$ cat config.mk
export PLATFORM = sky130hd
export DESIGN_NAME = counter_seq
export DESIGN_NICKNAME = d
export VERILOG_FILES = /design/src/rtl/counter_seq.sv
export SDC_FILE = /design/constraint.sdc
export NUM_CORES = 1
export LEC_CHECK = 0
export CORE_AREA = 2 2 39 41
export DETAILED_ROUTE_END_ITERATION = 10
export DIE_AREA = 0 0 41 43
export HOLD_SLACK_MARGIN = 0.03
export PLACE_DENSITY_LB_ADDON = 0.05
export SLEW_MARGIN = 0
export SYNTH_ARGS = -nofsm -noshare
export SYNTH_HDL_FRONTEND = slang
export SYNTH_SLANG_ARGS = --single-unit
$ cat constraint.sdc
create_clock -name clk -period 2.7 [get_ports clk]
set_clock_uncertainty 0.05 [all_clocks]
set_input_delay 0.54 -clock clk [delete_from_list [all_inputs] [get_ports clk]]
set_output_delay 0.54 -clock clk [all_outputs]
set_load 0.02 [all_outputs]
$ cat src/rtl/counter_seq.sv
// One-shot timeout counter: a start strobe arms it, it counts 0..max, then pulses strb for one cycle and goes idle.
// Latency: with enable high, strb is asserted in the cycle after edge max+1 counted from the start edge; each enable-low cycle adds one.
// Backpressure: none; enable low freezes the count, and start_strb always restarts the count, even while running.
//
// Ports:
//   clk        - rising-edge clock
//   reset      - synchronous, active-high reset (priority over everything)
//   enable     - count-advance qualifier; low holds cntr while running
//   start_strb - start/restart request; discards any count in progress
//   cntr       - registered current count, 0 when idle, never exceeds max
//   strb       - registered terminal-count strobe, one cycle wide
module counter_seq #(
  parameter int unsigned     dw  = 8,
  parameter logic [dw-1:0]   max = 8'd255
) (
  input  logic          clk,
  input  logic          reset,
  input  logic          enable,
  input  logic          start_strb,
  output logic [dw-1:0] cntr,
  output logic          strb
);

  typedef enum logic {
    IDLE  = 1'b0,
    COUNT = 1'b1
  } state_t;

  state_t        state_q, state_d;
  logic [dw-1:0] cntr_q,  cntr_d;
  logic          strb_q,  strb_d;

  always_ff @(posedge clk) begin
    if (reset) begin
      state_q <= IDLE;
      cntr_q  <= '0;
      strb_q  <= 1'b0;
    end else begin
      state_q <= state_d;
      cntr_q  <= cntr_d;
      strb_q  <= strb_d;
    end
  end

  always_comb begin
    state_d = state_q;
    cntr_d  = '0;
    strb_d  = 1'b0;

    if (start_strb) begin
      // A restart wins even on the terminal-count cycle, so the old count
      // never produces a strobe.
      state_d = COUNT;
      cntr_d  = '0;
    end else if (state_q == COUNT) begin
      if (enable) begin
        if (cntr_q == max) begin
          // Terminal count: pulse once and fall back to idle with cntr=0.
          strb_d  = 1'b1;
          state_d = IDLE;
          cntr_d  = '0;
        end else begin
          cntr_d = cntr_q + 1'b1;
        end
      end else begin
        cntr_d = cntr_q;
      end
    end else begin
      state_d = IDLE;
      cntr_d  = '0;
    end
  end

  assign cntr = cntr_q;
  assign strb = strb_q;

endmodule

==> results of run 1 <==
[state kept, by name, indices dropped and copies added, names as in the netlist]
| register | cells |
|---|---|
| state_q | 1 |
| cntr | 8 |
| strb | 1 |
[metrics by stage]
stage	instance area [sq um]	power, W	setup WS [ns]	instances	utilization
6_report	606	0.000268	0.755	80	0.438
5_1_grt	606	0.000276	0.701	80	0.438
4_1_cts	606	0.000269	0.751	80	0.438
3_5_place_dp	583	0.000166	0.567	77	0.421
3_3_place_gp	583	0.000166	0.575	77	0.421
2_1_floorplan	443	0.000158	1.09	49	-
[power groups by stage]
stage | Sequential [W] | Combinational, W | Clock [W]
after detailed placement | 0.000153 | 0.0000126 | 0
after floorplan | 0.000154 | 0.00000471 | 0
final | 0.000150 | 0.0000125 | 0.000105
after global placement | 0.000153 | 0.0000125 | 0
after global routing | 0.000150 | 0.0000140 | 0.000112
after CTS | 0.000150 | 0.0000126 | 0.000107
[how the worst max path moves through the flow]
stage	endpoint	slack, ns	cells after the start
final	cntr[2]	0.76	1
after global routing	cntr[2]	0.70	1
after CTS	cntr[2]	0.75	1
after detailed placement	cntr[6]$_SDFFE_PP0P_	0.57	4
after global placement	cntr[6]$_SDFFE_PP0P_	0.58	4
after floorplan	cntr[6]$_SDFFE_PP0P_	1.09	4
[worst min-delay path, cell delays in order, from the launching register on]
cell	delay (ns)
dfxtp_1	0.31
o21ai_1	0.07
a21oi_1	0.07
[cell families (layout without fill, tap and decap cells)]
group	Yosys count	count (layout)
AND/OR/NAND/NOR	21	21
AO/OA/AOI/OAI	10	10
flip-flops	10	10
XOR/XNOR	3	3
buffers and inverters	3	18
adder cells (fa/ha/maj)	1	1
multiplexers	1	1
[metal layers]
layer,GRT usage,vias up,share of wire
li1,-,211,-
met1,0.179,187,0.49
met2,0.191,11,0.44
met3,0.0314,4,0.045
met4,0.0800,0,0.018
met5,0,-,0
[cell usage after synthesis, drive strengths merged, types with 2 or more instances]
library cell	n	area share
nor2	4	0.034
nand3	3	0.045
nand4	3	0.056
dfxtp	10	0.45
or4	2	0.034
xor2	2	0.040
nand2	3	0.025
a21oi	3	0.034
nor3	2	0.023
o21ai	3	0.034
inv	3	0.025
[layout make-up]
type                    instances  area (sq um)  area share
flip-flops and latches         10           200       0.331
inverters                       3          11.3      0.0186
multi-input cells              36           231       0.382
clock buffers                   3          22.5      0.0372
well taps                      16          20.0      0.0331
repair buffers                 12           120       0.198
[cell usage in the layout (no fill, tap or decap)]
cell	n
mux2i_1	1
clkdlybuf4s50_1	12
nand4_2	1
clkbuf_4	3
nor2b_1	1
dfxtp_1	10
nor3_1	2
o21ai_1	2
or4_1	2
or3_1	1
nand2_1	3
o21ai_0	1
a211oi_1	1
nand4_1	2
o31ai_1	1
a21oi_1	3
xor2_1	2
nand2b_1	1
nand3b_1	1
nor2_1	4
nand3_1	2
nand3_2	1
ha_1	1
o221ai_1	1
a31oi_1	1
xnor2_1	1
inv_1	3
==> metrics.csv, run 1 <==
stage;metric;value;unit
status;outcome;finished clean;
worst_setup_path;cp_top_family;buffers and inverters;
pwr;power_density;442;nW/um^2
yosys;muxShareOfSynthArea;0.0226;
pwr;power_switching;0.0000605;W
floorplanning;die_w;41;um
sta;grt_setup_unrepaired;no;
floorplanning;die_h;43;um
run;cap_viol_max_count;0;
floorplanning;rows;14;
worst_setup_path;critPathMaxStageDelay;0.65;ns
detailed_routing;routedWlPerCell;11.9;um
clocking;path_clk_slew;0.07;ns
sta;hold_ws;0.435;ns
yosys;synth_compound_area_frac;0.136;
pwr;clockPowerShare;0.393;
yosys;synth_fp_nets;54;
grt;grt_pass1_vias;396;
yosys;synth_xor_area_frac;0.0593;
sta;tightest_slew;0.379;ns
yosys;netlist-cell-type-count;25;
worst_setup_path;crit_buf_inv;1;
detailed_routing;vias;413;
yosys;syn_inst;49;
clocking;cts_max_path_buffers;2;
sta;hold_violations;0;
min_path;min_path_cells;2;
worst_setup_path;critical_path.max_fanout;6;
place;dp_hpwl;656;um
sta;slew_violations;0;
finish;drive_gt1_frac;0.0781;
clocking;cts_tree;built;
grt;antenna_found_initial;0;
worst_setup_path;reg2reg_setup_slack;1.07;ns
worst_setup_path;crit_path_cell_trace;clkdlybuf4s50_1;
worst_setup_path;end_kind;output pin;
yosys;synth-seq-area-share;0.452;
detailed_routing;firstDrtPassIters;4;
worst_setup_path;arrival;1.35;ns
grt;grt_max_degree;10;
clocking;h-tree-depth;1;
clocking;cts_setup_buffers;0;
detailed_routing;drc;0;
worst_setup_path;cp_data_required_time;2.11;ns
detailed_routing;routed_wl;955;um
worst_setup_path;crit-reg2reg-launch;cntr[0]$_SDFFE_PP0P_;
pwr;p_int;0.000207;W
pwr;irDropWorstVdd;0.000217;V
floorplanning;fp.coreArea;1380;sq um
sta;fmax;514;MHz
place;place.gp.congestion;0.755;
pwr;share_comb_of_total_power;0.047;
floorplanning;die_area;1760;sq um
yosys;async_reset_ff_frac;0;
floorplanning;initial_core_util;0.320;
yosys;synth-main-ff-cell;dfxtp_1;
clocking;cts-root-buf;clkbuf_4;
yosys;synth-simple-area-share;0.277;
yosys;synth_top_family_by_area;simple AND/OR/NAND/NOR gates;
worst_setup_path;r2r-end;cntr[6]$_SDFFE_PP0P_;
worst_setup_path;crit_slowest_cell;clkdlybuf4s50_1;
min_path;min_from;state_q$_SDFF_PP0_;
finish;fillCellCount;140;
yosys;synth-adder-area-share;0.0282;
clocking;cts_buffers;3;
worst_setup_path;ff2ff_path_depth;4;
yosys;netlist_area;443;sq um
sta;fin_crit;1.94;ns
detailed_routing;viasPerCell;5.16;
worst_setup_path;critPathLaunch;cntr[2]$_SDFFE_PP0P_;
finish;diodes;0;
sta;finalCritPeriodShare;0.720;
clocking;cts_hold_buf;0;
finish;syn2layout_area_growth;36.7;%
grt;grt_pass1_wl;1.62;mm
worst_setup_path;critPathKind;reg -> out;
min_path;min_to;state_q$_SDFF_PP0_;
pwr;power_leakage;0.200;nW
floorplanning;io_pins;13;
sta;relSlewSlack;0.747;
min_path;hold_path.class;reg -> reg;
yosys;yosys_warnings;0;
clocking;clock_latency;0.26;ns
clocking;numClockSinks;10;
clocking;postCtsResizedCells;0;
pwr;p_seq_frac;0.560;
detailed_routing;ant_nets;0;
yosys;synth-edff-count;0;
grt;grtUsageTotal;0.135;
yosys;ys_ff_latch;10;
sta;finalSetupViolCount;0;
finish;fin_nets;71;
worst_setup_path;cp-start-kind;flip-flop;
grt;gr-total-overflow;0;
yosys;syn_area_per_cell;9.04;sq um
sta;setup_tns;0;ns
place;port_buffers;12;
pwr;swShare;0.226;
detailed_routing;drt_iter0_drc;5;
(Power assumes the default switching activity.)
==> run 2, diff against run 1 <==
==> constraint.sdc (replaced) <==
create_clock -name clk -period 1.88 [get_ports clk]
set_clock_uncertainty 0.05 [all_clocks]
set_input_delay 0.376 -clock clk [delete_from_list [all_inputs] [get_ports clk]]
set_output_delay 0.376 -clock clk [all_outputs]
set_load 0.02 [all_outputs]
==> metrics.csv, run 2 (synthesis results as in run 1) <==
stage;metric;value;unit
finish;fin_nets;73;
grt;gr-total-overflow;0;
clocking;numClockSinks;10;
detailed_routing;viasPerCell;4.93;
grt;grtUsageMet3;0.0681;
floorplanning;fp.coreArea;1380;sq um
worst_setup_path;crit_buf_inv;1;
detailed_routing;routed_wl;929;um
worst_setup_path;critPathKind;reg -> out;
min_path;hold_path.class;reg -> reg;
place;port_buffers;12;
worst_setup_path;critical_path.max_fanout;6;
worst_setup_path;end_kind;output pin;
detailed_routing;drt_iter0_drc;8;
finish;drive_gt1_frac;0.119;
grt;grt_max_degree;10;
detailed_routing;firstDrtPassIters;4;
run;cap_viol_max_count;0;
worst_setup_path;cp-start-kind;flip-flop;
detailed_routing;drc;0;
worst_setup_path;ff2ff_path_depth;4;
clocking;cts_tree;built;
worst_setup_path;cp_data_required_time;1.45;ns
worst_setup_path;crit_path_cell_trace;clkdlybuf4s50_1;
floorplanning;die_area;1760;sq um
pwr;power_density;686;nW/um^2
worst_setup_path;cp_top_family;buffers and inverters;
floorplanning;rows;14;
sta;fin_crit;1.78;ns
detailed_routing;ant_nets;0;
finish;final_common_cell;clkdlybuf4s50_1;
sta;setup_tns;0;ns
floorplanning;io_pins;13;
grt;grtUsageTotal;0.133;
worst_setup_path;crit_slowest_cell;clkdlybuf4s50_1;
finish;diodes;0;
floorplanning;die_h;43;um
floorplanning;initial_core_util;0.320;
grt;grt_pass1_vias;328;
sta;relSlewSlack;0.759;
clocking;cts-root-buf;clkbuf_4;
floorplanning;die_w;41;um
clocking;cts_hold_buf;0;
sta;fmax;563;MHz
sta;slew_violations;0;
worst_setup_path;critPathMaxStageDelay;0.64;ns
finish;stdcell_area;634;sq um
place;place_area;598;sq um
finish;syn2layout_area_growth;43.2;%
clocking;cts_setup_buffers;0;
worst_setup_path;reg2reg_setup_slack;0.39;ns
place;place.gp.congestion;0.726;
clocking;cts_max_path_buffers;2;
grt;top_usage_layer;met1;
worst_setup_path;crit-reg2reg-launch;cntr[0]$_SDFFE_PP0P_;
grt;antenna_found_initial;0;
min_path;min_path_cells;2;
grt;grt_use_met1;0.179;
clocking;clock_latency;0.27;ns
clocking;path_clk_slew;0.07;ns
grt;grt_pass1_wl;1.49;mm
place;dp_hpwl;656;um
clocking;h-tree-depth;1;
min_path;min_from;state_q$_SDFF_PP0_;
sta;finalSetupViolCount;0;
finish;final_cell_mix;clkdlybuf4s50_1 (12), dfxtp_1 (10), nor2_1 (4);
clocking;postCtsResizedCells;0;
detailed_routing;vias;409;
worst_setup_path;r2r-end;cntr[6]$_SDFFE_PP0P_;
sta;finalCritPeriodShare;0.945;
detailed_routing;routedWlPerCell;11.2;um
clocking;cts_buffers;3;
sta;grt_setup_unrepaired;no;
finish;largest_reg_flops;8;
sta;tightest_slew;0.360;ns
min_path;min_to;state_q$_SDFF_PP0_;
status;outcome;finished clean;
pwr;power_leakage;0.216;nW
sta;hold_violations;0;
pwr;irDropWorstVdd;0.000376;V
worst_setup_path;arrival;1.35;ns
grt;use_met2;0.163;
-- run 2: cell count changes in the layout (fill, tap and decap cells not counted) --
cell	previous run	this run
buf_4	0	2
clkbuf_8	0	1
-- run 2: area by class of cell --
class                      count  area (sq um)
fill                         146           749
multi-input combinational     36           231
sequential                    10           200
timing repair buffer          14           135
clock buffer                   4          36.3
tap                           16          20.0
inverter                       3          11.3
-- run 2: how the worst max path moves through the flow --
stage	slack, ns	from	end	depth (start not counted)
2_1_floorplan	0.27	cntr[0]$_SDFFE_PP0P_	cntr[6]$_SDFFE_PP0P_	4
3_3_place_gp	0.08	enable	cntr[7]$_SDFFE_PP0P_	4
3_5_place_dp	0.06	enable	cntr[7]$_SDFFE_PP0P_	4
4_1_cts	0.1	cntr[0]$_SDFFE_PP0P_	cntr[0]	1
5_1_grt	0.03	cntr[0]$_SDFFE_PP0P_	cntr[0]	1
6_report	0.10	cntr[0]$_SDFFE_PP0P_	cntr[0]	1
-- run 2: power by group --
| group | switching, W | internal, W |
|---|---|---|
| combinational | 0.00000807 | 0.0000113 |
| sequential | 0.00000154 | 0.000214 |
| clock | 0.0000828 | 0.000118 |
| total | 0.0000924 | 0.000343 |
-- run 2: routing by layer --
layer	part of all wire	vias up
li1	-	214
met4	0.012	0
met5	0	-
met1	0.51	182
met2	0.42	11
met3	0.053	2
-- run 2: metrics by stage --
step	instances	worst slack, ns	util	hold slack, ns	power (W)
6_report	83	0.104	0.458	0.432	0.000435
5_1_grt	83	0.0262	0.458	0.469	0.000456
4_1_cts	83	0.0962	0.458	0.436	0.000440
3_5_place_dp	79	0.0649	0.432	0.423	0.000240
3_3_place_gp	79	0.0834	0.432	0.424	0.000240
2_1_floorplan	49	0.270	-	0.395	0.000227
==> run 3, diff against run 2 <==
--- a/config.mk
+++ b/config.mk
@@ -5,9 +5,11 @@
 export SDC_FILE = /design/constraint.sdc
 export NUM_CORES = 1
 export LEC_CHECK = 0
-export CORE_AREA = 2 2 39 41
+export CELL_PAD_IN_SITES_DETAIL_PLACEMENT = 0
+export CELL_PAD_IN_SITES_GLOBAL_PLACEMENT = 2
+export CORE_MARGIN = 1
+export CORE_UTILIZATION = 25
 export DETAILED_ROUTE_END_ITERATION = 10
-export DIE_AREA = 0 0 41 43
 export HOLD_SLACK_MARGIN = 0.03
 export PLACE_DENSITY_LB_ADDON = 0.05
 export SLEW_MARGIN = 0
==> metrics.csv, run 3 (synthesis results as in run 1) <==
stage;metric;value;unit
pwr;irDropWorstVdd;0.000450;V
finish;postLayoutCoreUtil;0.407;
detailed_routing;viasPerCell;5.00;
worst_setup_path;critical_path.max_fanout;5;
sta;finalSetupViolCount;0;
clocking;cts_buffers;3;
finish;final_cell_mix;clkdlybuf4s50_1 (12), dfxtp_1 (10), nor2_1 (4);
clocking;cts_hold_buf;0;
clocking;cts-root-buf;clkbuf_4;
floorplanning;io_pins;13;
clocking;cts_setup_buffers;0;
run;cap_viol_max_count;0;
worst_setup_path;cp-start-kind;flip-flop;
finish;syn2layout_area_growth;44.9;%
sta;fmax;564;MHz
worst_setup_path;critPathKind;reg -> out;
grt;grt_pass1_vias;379;
floorplanning;die_h;44.1;um
sta;hold_violations;0;
place;place.gp.congestion;0.765;
finish;final_common_cell;clkdlybuf4s50_1;
place;dp_slack;0.0602;ns
sta;grt_setup_unrepaired;no;
worst_setup_path;crit_buf_inv;1;
sta;fin_ws;0.107;ns
worst_setup_path;crit_slowest_cell;clkdlybuf4s50_1;
grt;gr-total-overflow;0;
detailed_routing;routed_wl;1.00;mm
detailed_routing;ant_nets;0;
grt;grtUsageTotal;0.118;
detailed_routing;drc;0;
floorplanning;fp.coreArea;1580;sq um
place;dp_hpwl;702;um
floorplanning;rows;14;
worst_setup_path;critPathMaxStageDelay;0.64;ns
floorplanning;die_area;1940;sq um
sta;relSlewSlack;0.733;
clocking;cts_max_path_buffers;2;
finish;fin_nets;74;
clocking;numClockSinks;10;
detailed_routing;drt_iter0_drc;6;
pwr;power_density;670;nW/um^2
detailed_routing;firstDrtPassIters;6;
pwr;power_leakage;0.221;nW
status;outcome;finished clean;
finish;diodes;0;
clocking;path_clk_slew;0.07;ns
grt;grt_max_degree;10;
finish;fillCellCount;165;
detailed_routing;vias;420;
sta;setup_tns;0;ns
clocking;h-tree-depth;1;
sta;finalCritPeriodShare;0.943;
floorplanning;initial_core_util;0.281;
worst_setup_path;arrival;1.35;ns
sta;fin_crit;1.77;ns
floorplanning;die_w;44.1;um
sta;slew_violations;0;
worst_setup_path;end_kind;output pin;
min_path;hold_path.class;reg -> reg;
pwr;power;0.000430;W
sta;tightest_slew;0.399;ns
clocking;cts_tree;built;
finish;largest_reg_flops;8;
finish;drive_gt1_frac;0.132;
worst_setup_path;cp_data_required_time;1.45;ns
worst_setup_path;cp_top_family;buffers and inverters;
grt;grt_pass1_wl;1.68;mm
place;port_buffers;12;
clocking;postCtsResizedCells;0;
grt;antenna_found_initial;0;
detailed_routing;routedWlPerCell;11.9;um
clocking;clock_latency;0.27;ns
worst_setup_path;crit_path_cell_trace;clkdlybuf4s50_1;
run 3: routing by layer:
layer | global-route usage | share of wire
met1 | 0.158 | 0.52
met2 | 0.165 | 0.42
met3 | 0.0612 | 0.060
met4 | 0.0364 | 0.0090
met5 | 0 | 0
run 3: path summary, 6_finish.rpt:
check | endpoint | start | cells after the start | slack [ns]
max reg2reg | cntr[6]$_SDFFE_PP0P_ | cntr[0]$_SDFFE_PP0P_ | 4 | 0.41
min | state_q$_SDFF_PP0_ | state_q$_SDFF_PP0_ | 2 | 0.44
min reg2reg | state_q$_SDFF_PP0_ | state_q$_SDFF_PP0_ | 2 | 0.44
max | cntr[3] | cntr[3]$_SDFFE_PP0P_ | 1 | 0.11
run 3: metrics by stage:
stage | instance area (sq um) | instances | hold slack (ns)
2_1_floorplan | 443 | 49 | 0.395
3_3_place_gp | 606 | 80 | 0.422
3_5_place_dp | 606 | 80 | 0.428
4_1_cts | 642 | 84 | 0.439
5_1_grt | 642 | 84 | 0.467
6_report | 642 | 84 | 0.436
run 3: layout make-up:
class	instances	area, sq um	area share
Clock buffer	4	36.3	0.0565
Inverter	3	11.3	0.0175
Multi-Input combinational cell	36	231	0.361
Sequential cell	10	200	0.312
Tap cell	16	20.0	0.0312
Timing Repair Buffer	15	143	0.222
run 3: where the power goes:
group,switching [W],internal (W),total [W]
combinational,0.00000840,0.0000113,0.0000198
clock,0.0000772,0.000118,0.000195
sequential,0.00000158,0.000214,0.000215
total,0.0000872,0.000343,0.000430
run 3: worst min-delay path: stages, from the launching register on:
cell and delay (ns):
dfxtp_1 0.31, o21ai_1 0.07, a21oi_1 0.06
